===== src/rtl/tomasulo_instr_queue_pkg.sv =====
// Shared constants for the tomasulo front end: instruction width, issue
// width, queue sizing defaults and opcode encodings.
package tomasulo_instr_queue_pkg;

  localparam int INSTR_W     = 16;
  localparam int IQ_ISSUE_W  = 2;
  localparam int IQ_DEPTH    = 8;
  localparam int IQ_AF_LEVEL = 6;

  localparam int OPC_W = 4;

  localparam logic [OPC_W-1:0] OPC_NOP  = 4'h0;
  localparam logic [OPC_W-1:0] OPC_ADD  = 4'h1;
  localparam logic [OPC_W-1:0] OPC_SUB  = 4'h2;
  localparam logic [OPC_W-1:0] OPC_MUL  = 4'h3;
  localparam logic [OPC_W-1:0] OPC_DIV  = 4'h4;
  localparam logic [OPC_W-1:0] OPC_LD   = 4'h5;
  localparam logic [OPC_W-1:0] OPC_ST   = 4'h6;
  localparam logic [OPC_W-1:0] OPC_BR   = 4'h7;

  // Extracts the opcode field, which occupies the top bits of a word.
  function automatic logic [OPC_W-1:0] instr_opcode(input logic [INSTR_W-1:0] instr);
    return instr[INSTR_W-1 -: OPC_W];
  endfunction

endpackage


===== src/rtl/tomasulo_instr_queue_ring_mem.sv =====
// Ring storage for the instruction queue: one synchronous write port and
// ISSUE_W asynchronous read ports at consecutive addresses from rd_base.
module tomasulo_instr_queue_ring_mem #(
  parameter int DATA_W  = 16,
  parameter int DEPTH   = 8,
  parameter int ISSUE_W = 2
) (
  input  logic                        clock,
  input  logic                        wr_en,
  input  logic [$clog2(DEPTH)-1:0]    wr_addr,
  input  logic [DATA_W-1:0]           wr_data,
  input  logic [$clog2(DEPTH)-1:0]    rd_base,
  output logic [ISSUE_W*DATA_W-1:0]   rd_data
);

  localparam int AW = $clog2(DEPTH);

  logic [DATA_W-1:0] mem [DEPTH];

  // Storage is deliberately not reset; validity is tracked by the occupancy count.
  always_ff @(posedge clock) begin
    if (wr_en) mem[wr_addr] <= wr_data;
  end

  // Read addresses wrap naturally through the pointer width.
  for (genvar i = 0; i < ISSUE_W; i++) begin : g_rd
    assign rd_data[i*DATA_W +: DATA_W] = mem[rd_base + AW'(i)];
  end

endmodule


===== src/rtl/tomasulo_instr_queue.sv =====
// In-order instruction queue feeding the tomasulo issue stage: single-word
// push, 0..ISSUE_W pop per cycle, flush, occupancy flags and sticky errors.
module tomasulo_instr_queue
  import tomasulo_instr_queue_pkg::*;
#(
  parameter int DATA_W   = INSTR_W,
  parameter int DEPTH    = IQ_DEPTH,
  parameter int ISSUE_W  = IQ_ISSUE_W,
  parameter int AF_LEVEL = IQ_AF_LEVEL
) (
  input  logic                           clock,
  input  logic                           reset,
  input  logic                           flush,
  input  logic                           push_valid,
  input  logic [DATA_W-1:0]              push_data,
  output logic                           push_ready,
  input  logic [$clog2(ISSUE_W+1)-1:0]   pop_count,
  output logic [ISSUE_W*DATA_W-1:0]      head_data,
  output logic [ISSUE_W-1:0]             head_valid,
  output logic [$clog2(DEPTH+1)-1:0]     count,
  output logic                           full,
  output logic                           empty,
  output logic                           almost_full,
  output logic                           overflow,
  output logic                           underflow
);

  localparam int AW = $clog2(DEPTH);
  localparam int CW = $clog2(DEPTH+1);
  localparam int PW = $clog2(ISSUE_W+1);

  logic [AW-1:0]             rd_ptr, wr_ptr;
  logic [PW-1:0]             pop_clamped;
  logic [CW-1:0]             pop_req, pop_n;
  logic                      pop_err;
  logic                      push_acc;
  logic [ISSUE_W*DATA_W-1:0] rd_data;

  assign full        = (count == CW'(DEPTH));
  assign empty       = (count == '0);
  assign almost_full = (count >= CW'(AF_LEVEL));
  assign push_ready  = !full;
  assign push_acc    = push_valid && push_ready;

  // Clamp the pop request to ISSUE_W, then to the live entries; either clamp is an error.
  always_comb begin
    pop_clamped = (pop_count > PW'(ISSUE_W)) ? PW'(ISSUE_W) : pop_count;
    pop_req     = CW'(pop_clamped);
    pop_n       = (pop_req > count) ? count : pop_req;
    pop_err     = (pop_count > PW'(ISSUE_W)) || (pop_req > count);
  end

  // Pointer, occupancy and sticky-flag state; flush drops entries but keeps the flags.
  always_ff @(posedge clock) begin
    if (reset) begin
      rd_ptr    <= '0;
      wr_ptr    <= '0;
      count     <= '0;
      overflow  <= 1'b0;
      underflow <= 1'b0;
    end else if (flush) begin
      rd_ptr <= '0;
      wr_ptr <= '0;
      count  <= '0;
    end else begin
      if (push_acc) wr_ptr <= wr_ptr + AW'(1);
      rd_ptr <= rd_ptr + AW'(pop_n);
      count  <= count + CW'(push_acc) - pop_n;
      if (push_valid && full) overflow <= 1'b1;
      if (pop_err) underflow <= 1'b1;
    end
  end

  tomasulo_instr_queue_ring_mem #(
    .DATA_W  (DATA_W),
    .DEPTH   (DEPTH),
    .ISSUE_W (ISSUE_W)
  ) u_mem (
    .clock   (clock),
    .wr_en   (push_acc && !flush && !reset),
    .wr_addr (wr_ptr),
    .wr_data (push_data),
    .rd_base (rd_ptr),
    .rd_data (rd_data)
  );

  // Head slots in program order; slots beyond the occupancy drive zero.
  always_comb begin
    head_valid = '0;
    head_data  = '0;
    for (int i = 0; i < ISSUE_W; i++) begin
      if (CW'(i) < count) begin
        head_valid[i]                 = 1'b1;
        head_data[i*DATA_W +: DATA_W] = rd_data[i*DATA_W +: DATA_W];
      end
    end
  end

endmodule


===== config.mk =====
export PLATFORM = sky130hd
export DESIGN_NAME = tomasulo_instr_queue
export DESIGN_NICKNAME = d
export VERILOG_FILES = /design/src/rtl/tomasulo_instr_queue_pkg.sv /design/src/rtl/tomasulo_instr_queue_ring_mem.sv /design/src/rtl/tomasulo_instr_queue.sv
export SDC_FILE = /design/constraint.sdc
export NUM_CORES = 1
export LEC_CHECK = 0
export BUFFER_PORTS_ARGS = -buffer_cell sky130_fd_sc_hd__buf_2
export CAP_MARGIN = 30
export CORE_AREA = 5 5 137 139
export CTS_BUF_LIST = sky130_fd_sc_hd__clkbuf_4 sky130_fd_sc_hd__clkbuf_8 sky130_fd_sc_hd__clkbuf_16
export CTS_CLUSTER_DIAMETER = 120
export CTS_CLUSTER_SIZE = 40
export DETAILED_ROUTE_END_ITERATION = 6
export DIE_AREA = 0 0 142 144
export SYNTH_ARGS = -nofsm -noshare
export SYNTH_HDL_FRONTEND = slang
export SYNTH_SLANG_ARGS = --single-unit

===== constraint.sdc =====
create_clock -name clock -period 4.6 [get_ports clock]
set_clock_uncertainty 0.1 [all_clocks]
set_input_delay 0.23 -clock clock [delete_from_list [all_inputs] [get_ports clock]]
set_output_delay 0.23 -clock clock [all_outputs]
set_load 0.02 [all_outputs]

# After elaboration in Yosys (flattened, before gate mapping)

Memory sizes are Yosys's and may differ from the RTL's. A register that Yosys moved wholly into a read port is not among the register bits.
Cells that the tools add are included.
Widths: inputs -> output; s select.

Bitwise operators: 1
Shift-type cells: 0
Mux-type cells: 9
Add/subtract/negate cells: 5
Order comparisons: 5
Div/mod/pow operators: 0
Multiply operators: 0
Reductions and logical operators: 12
Equality and inequality tests: 1

Operator list:

| operator            | number |
|---|---|
| $mux 16             | 2 |
| $lt 1x4->1 const A  | 2 |
| $add 3x1->3 const B | 2 |
| $add 4x1->4         | 1 |
| $eq 4x4->1 const B  | 1 |
| $ge 4x3->1 const B  | 1 |
| $gt 2x4->1          | 1 |
| $logic_and 1x1->1   | 4 |
| $logic_not 4->1     | 1 |
| $mux 1              | 4 |
| $mux 4              | 1 |
| $reduce_and 2->1    | 2 |
| $sub 4x4->4         | 1 |
| $add 3x3->3         | 1 |
| $logic_not 1->1     | 3 |
| $mux 3              | 1 |
| $gt 2x2->1 const B  | 1 |
| $mux 2              | 1 |
| $reduce_or 2->1     | 1 |
| $logic_or 1x1->1    | 1 |
| $not 1->1           | 1 |

Memories kept: 1
Bits in latches: 0
Bits in registers: 12
RAM bits: 128
Bits of input ports: 22
Memory bits (read-only): 0
Word-level logic and storage cells: 39
Output and inout bits: 44

Memories:

| name      | depth | width | read ports | clocked after memory_dff | wr ports | line                                | RTL |
|---|---|---|---|---|---|---|---|
| u_mem.mem | 8     | 16    | 2          | 1                        | 1        | tomasulo_instr_queue_ring_mem.sv:18 | `logic [DATA_W-1:0] mem [DEPTH];` |

# Logic depth before layout (Yosys ltp)

Depth in word-level cells: 7
Gate-level depth with buffers: 13

# Hierarchy

Synthesis repeated with hierarchy kept, for this count alone.

Cells, all modules: 488
Area, all modules: 7225.7 µm²

By module, submodules not included:

| module                        | area each (µm²) | cells each | sequential area each (µm²) | times used |
|---|---|---|---|---|
| tomasulo_instr_queue_ring_mem | 6253.5          | 369        | 3843.7                     | 1 |
| tomasulo_instr_queue          | 972.2           | 119        | 240.2                      | 1 |

# Worst setup path after synthesis

Ideal clock, no wire load.

Path kind: register to register
Start point: register count[2]
End point: memory u_mem.mem[0][0] (enable)
Arrival time: 2.996 ns
Stages on the path, launching flop included: 8
Required time: 4.070 ns
Path buffers: 1
Setup slack: 1.074 ns
Path through: dfxtp_1 inv_1 ha_1 or3b_4 and2_4 buf_6 clkinv_4 nor4_1

Longest elaborated chain between the ends: 7

RTL lines:

| item                            | line                                | RTL |
|---|---|---|
| start, declared                 | tomasulo_instr_queue.sv:20          | `output logic [$clog2(DEPTH+1)-1:0] count,` |
| start signal, assigned          | tomasulo_instr_queue.sv:68          | `count <= count + CW'(push_acc) - pop_n;` |
| $eq 4x4->1                      | tomasulo_instr_queue.sv:39          | `assign full = (count == CW'(DEPTH));` |
| $logic_not 1->1                 | tomasulo_instr_queue.sv:42          | `assign push_ready = !full;` |
| named net push_ready            | tomasulo_instr_queue.sv:16          | `output logic push_ready,` |
| $logic_and 1x1->1               | tomasulo_instr_queue.sv:43          | `assign push_acc = push_valid && push_ready;` |
| $logic_and 1x1->1 (2 in series) | tomasulo_instr_queue.sv:80          | `.wr_en (push_acc && !flush && !reset),` |
| $mux 1                          | tomasulo_instr_queue_ring_mem.sv:22 | `if (wr_en) mem[wr_addr] <= wr_data;` |
| $mux 1 (implied by the code)    | tomasulo_instr_queue_ring_mem.sv:22 |  |
| end, declared                   | tomasulo_instr_queue_ring_mem.sv:18 |  |

The timed path passes the listed nets, and every way through them passes these cells.

# Final worst setup path

Start point: register count[2]
End point: output head_data[15]

Longest elaborated chain between the ends: 2

RTL lines:

| item          | line                       | RTL |
|---|---|---|
| $lt 1x4->1    | tomasulo_instr_queue.sv:92 | `if (CW'(i) < count) begin` |
| $mux 16       | tomasulo_instr_queue.sv:92 |  |
| end, declared | tomasulo_instr_queue.sv:18 | `output logic [ISSUE_W*DATA_W-1:0] head_data,` |

No other way between the ends.

==> metrics <==
CP Max Fanout 35; synthesized area 6850 um2; sequential fraction of the synthesis area 59.6%; largest net degree at the start of global routing 66; Crit Path Class reg2out; Critical Path End head_data[15]; first-pass GRT wire length 24400 um; number of filler cells placed in the layout 1549; layout cell share with drive strength beyond 1 38.4%; Synth-to-Final Area Change 19.4%; count of port buffers added during placement 65; fin nets 540; R2R cell count 12; Worst R2R Setup Slack 1.55 ns; Peak VDD IR 0.299 mV; first-pass detailed-route iteration total 4; CTS tree yes; max incr delay on CP 0.61 ns; Die Area 20400 um2; RSZ-0062 raised after global routing false; CTS Buffer Depth 2; Clock Latency Late Sink 0.41 ns; Worst Path Required 4.27 ns; critical path launch point count[2]; row count 49; Critical Path, Cell by Cell inv_1, ha_1, nand2b_1, buf_4, nor2_1, or2_1, o22ai_1, buf_2; Slew @ Worst Pin 1.03 ns; crit end category output port; dpl hpwl 9830 um; Critical Path Source Type register; YS warnings 0; Yosys top cell by area edfxtp_1; CP max-delay cell or2_1; worst reg2reg path endpoint count[3]; Yosys cell types 40; Die X 142 um; Global Route Usage Sum 16.0%; worst hold slack 0.0216 ns; period utilization 71.3%; pwr/cell area 512 nW/um2; clk slew on worst S/H paths 0.06 ns; Final Setup Violations 0; Final Util 46.7%; final setup TNS 0 ns; Max-slew headroom 31.6%; Seq cells post-synth 140; vias in the first global route 4357; LEAKAGE 0.00296 uW; IO Count 66; reg2reg start count[1]; antenna viol nets, final 0; top cells by area, synth edfxtp_1 (56%), mux4_2 (21%), dfxtp_1 (3.5%), nand3_1 (2.4%), ha_1 (2.4%); Clock Root Buffer clkbuf_16; CTS sink count 140; WP data arrival 2.95 ns; mean post-synth cell area 16.6 um2; core box area 17500 um2; GR Overflow Total 0; Yosys top cell area share 56.1%; Die H 144 um; maxcap violations 0; DR vias/cell 5.38; Post-Syn Instances 413; min Tclk post-route 3.28 ns; DRC 0; antenna violations before repair 0; RD Place Congestion 0.762; total chip power 4190 uW; outcome finished clean; Num CTS Buffers 17; antenna cells 0; vias 4011; Initial Utilization 39.1%; htree depth 4; final WL 15400 um; Post-Syn Nets 450; fin. max-slew vios 0; Fmax achieved 0.305 GHz; Setup Buffers After CTS 0; Avg WL per Cell 20.7 um; Hold Path Class in2reg; initial DRC count 281; final hold vios 0
[worst max-delay path: cells and delay by family, from the launching register on]
kind	cells	cell delay [ns]
and+or+nand+nor	3	0.82
buffers and inverters	3	0.74
DFF	1	0.40
AOI/OAI and AO/OA	1	0.36
adders and majority gates	1	0.23
[per-layer routing]
layer,share of wire (%),GRT usage (%),vias up
li1,-,-,1796
met1,41,19.8,2086
met2,52,27.1,103
met3,4.7,3.57,26
met4,2.2,7.02,0
met5,0,0,-
[metrics by stage]
| step | std cells | cell area, um2 | worst slack [ns] |
|---|---|---|---|
| floorplan | 413 | 6850 | 1.07 |
| global placement | 694 | 7390 | 1.64 |
| detailed placement | 695 | 7410 | 1.55 |
| CTS | 744 | 8160 | 1.31 |
| global route | 745 | 8180 | 1.16 |
| finish | 745 | 8180 | 1.32 |
[cells in the mapped netlist, drive strengths merged]
library cell and number:
a21boi 1, a21o 1, a21oi 4, a31oi 1, and2 5, buf 22
clkbuf 5, clkinv 1, dfxtp 12, edfxtp 128, fa 2, ha 13
inv 42, mux2i 2, mux4 64, nand2 25, nand2b 2, nand3 33
nor2 9, nor2b 1, nor3 4, nor4 2, o211ai 1, o21a 1
o21ai 4, o22ai 17, or2 2, or3 2, or3b 1, xnor2 4
xor2 2
[state kept, by name, indices dropped and copies added (netlist names)]
name       count
count          4
u_mem.mem    128
overflow       1
wr_ptr         3
underflow      1
rd_ptr         3
[logic make-up after synthesis]
kind of cell	share of synthesized area, %
AO/OA/AOI/OAI	3.54
adder cells (fa/ha/maj)	2.96
multiplexers	21.3
buffers and inverters	5.61
XOR/XNOR	0.877
flip-flops	59.6
AND/OR/NAND/NOR	6.08
[power by group]
part	total [uW]	internal, uW	leakage (uW)	switching (uW)
Combinational	1400	543	0.00143	859
Sequential	1450	1420	0.00125	29.6
Clock	1330	839	0.000276	494
[worst min-delay path by stage]
| stage | end | startpoint | slack (ns) | cells after the start |
|---|---|---|---|---|
| final | u_mem.mem[6][6] | push_data[6] | 0.02 | 1 |
| after global routing | u_mem.mem[6][6] | push_data[6] | 0.009 | 1 |
| after CTS | u_mem.mem[6][6] | push_data[6] | 0.004 | 1 |
| after detailed placement | overflow | reset | 0.35 | 2 |
| after global placement | overflow | reset | 0.34 | 2 |
| after floorplan | overflow | reset | 0.20 | 1 |
[cells in the final DEF (no fill, tap or decap), drive strengths merged, types with 2 or more instances in the layout]
| master | Yosys | final |
|---|---|---|
| edfxtp | 128 | 128 |
| buf | 22 | 81 |
| mux4 | 64 | 64 |
| inv | 42 | 42 |
| nand3 | 33 | 33 |
| nand2 | 25 | 25 |
| clkbuf | 5 | 17 |
| dlygate4sd3 | 0 | 17 |
| o22ai | 17 | 17 |
| ha | 13 | 13 |
| dfxtp | 12 | 12 |
| clkinv | 1 | 10 |
| nor2 | 9 | 9 |
| and2 | 5 | 5 |
| xnor2 | 4 | 4 |
| nor3 | 4 | 4 |
| o21ai | 4 | 4 |
| a21oi | 4 | 4 |
| clkinvlp | 0 | 3 |
| bufinv | 0 | 3 |
| nand2b | 2 | 2 |
| mux2i | 2 | 2 |
| or3 | 2 | 2 |
| nor4 | 2 | 2 |
| fa | 2 | 2 |
| or2 | 2 | 2 |
| xor2 | 2 | 2 |
[repair_timing]
| item | 4_1_cts | 5_1_grt |
|---|---|---|
| hold buffers | 17 | 0 |
| resized for setup | 0 | 0 |
| hold endpoints to repair | 122 | 0 |
[final cells by class]
type                    count  area, um2  area share [%]
clock buffers              17        425            5.20
clock inverters            15        155            1.90
inverters                  43        166            2.03
multi-input cells         203       2420            29.6
flip-flops and latches    140       4090            50.0
well taps                 229        287            3.50
repair buffers             98        636            7.77
Power figures use the tool's default switching activity.
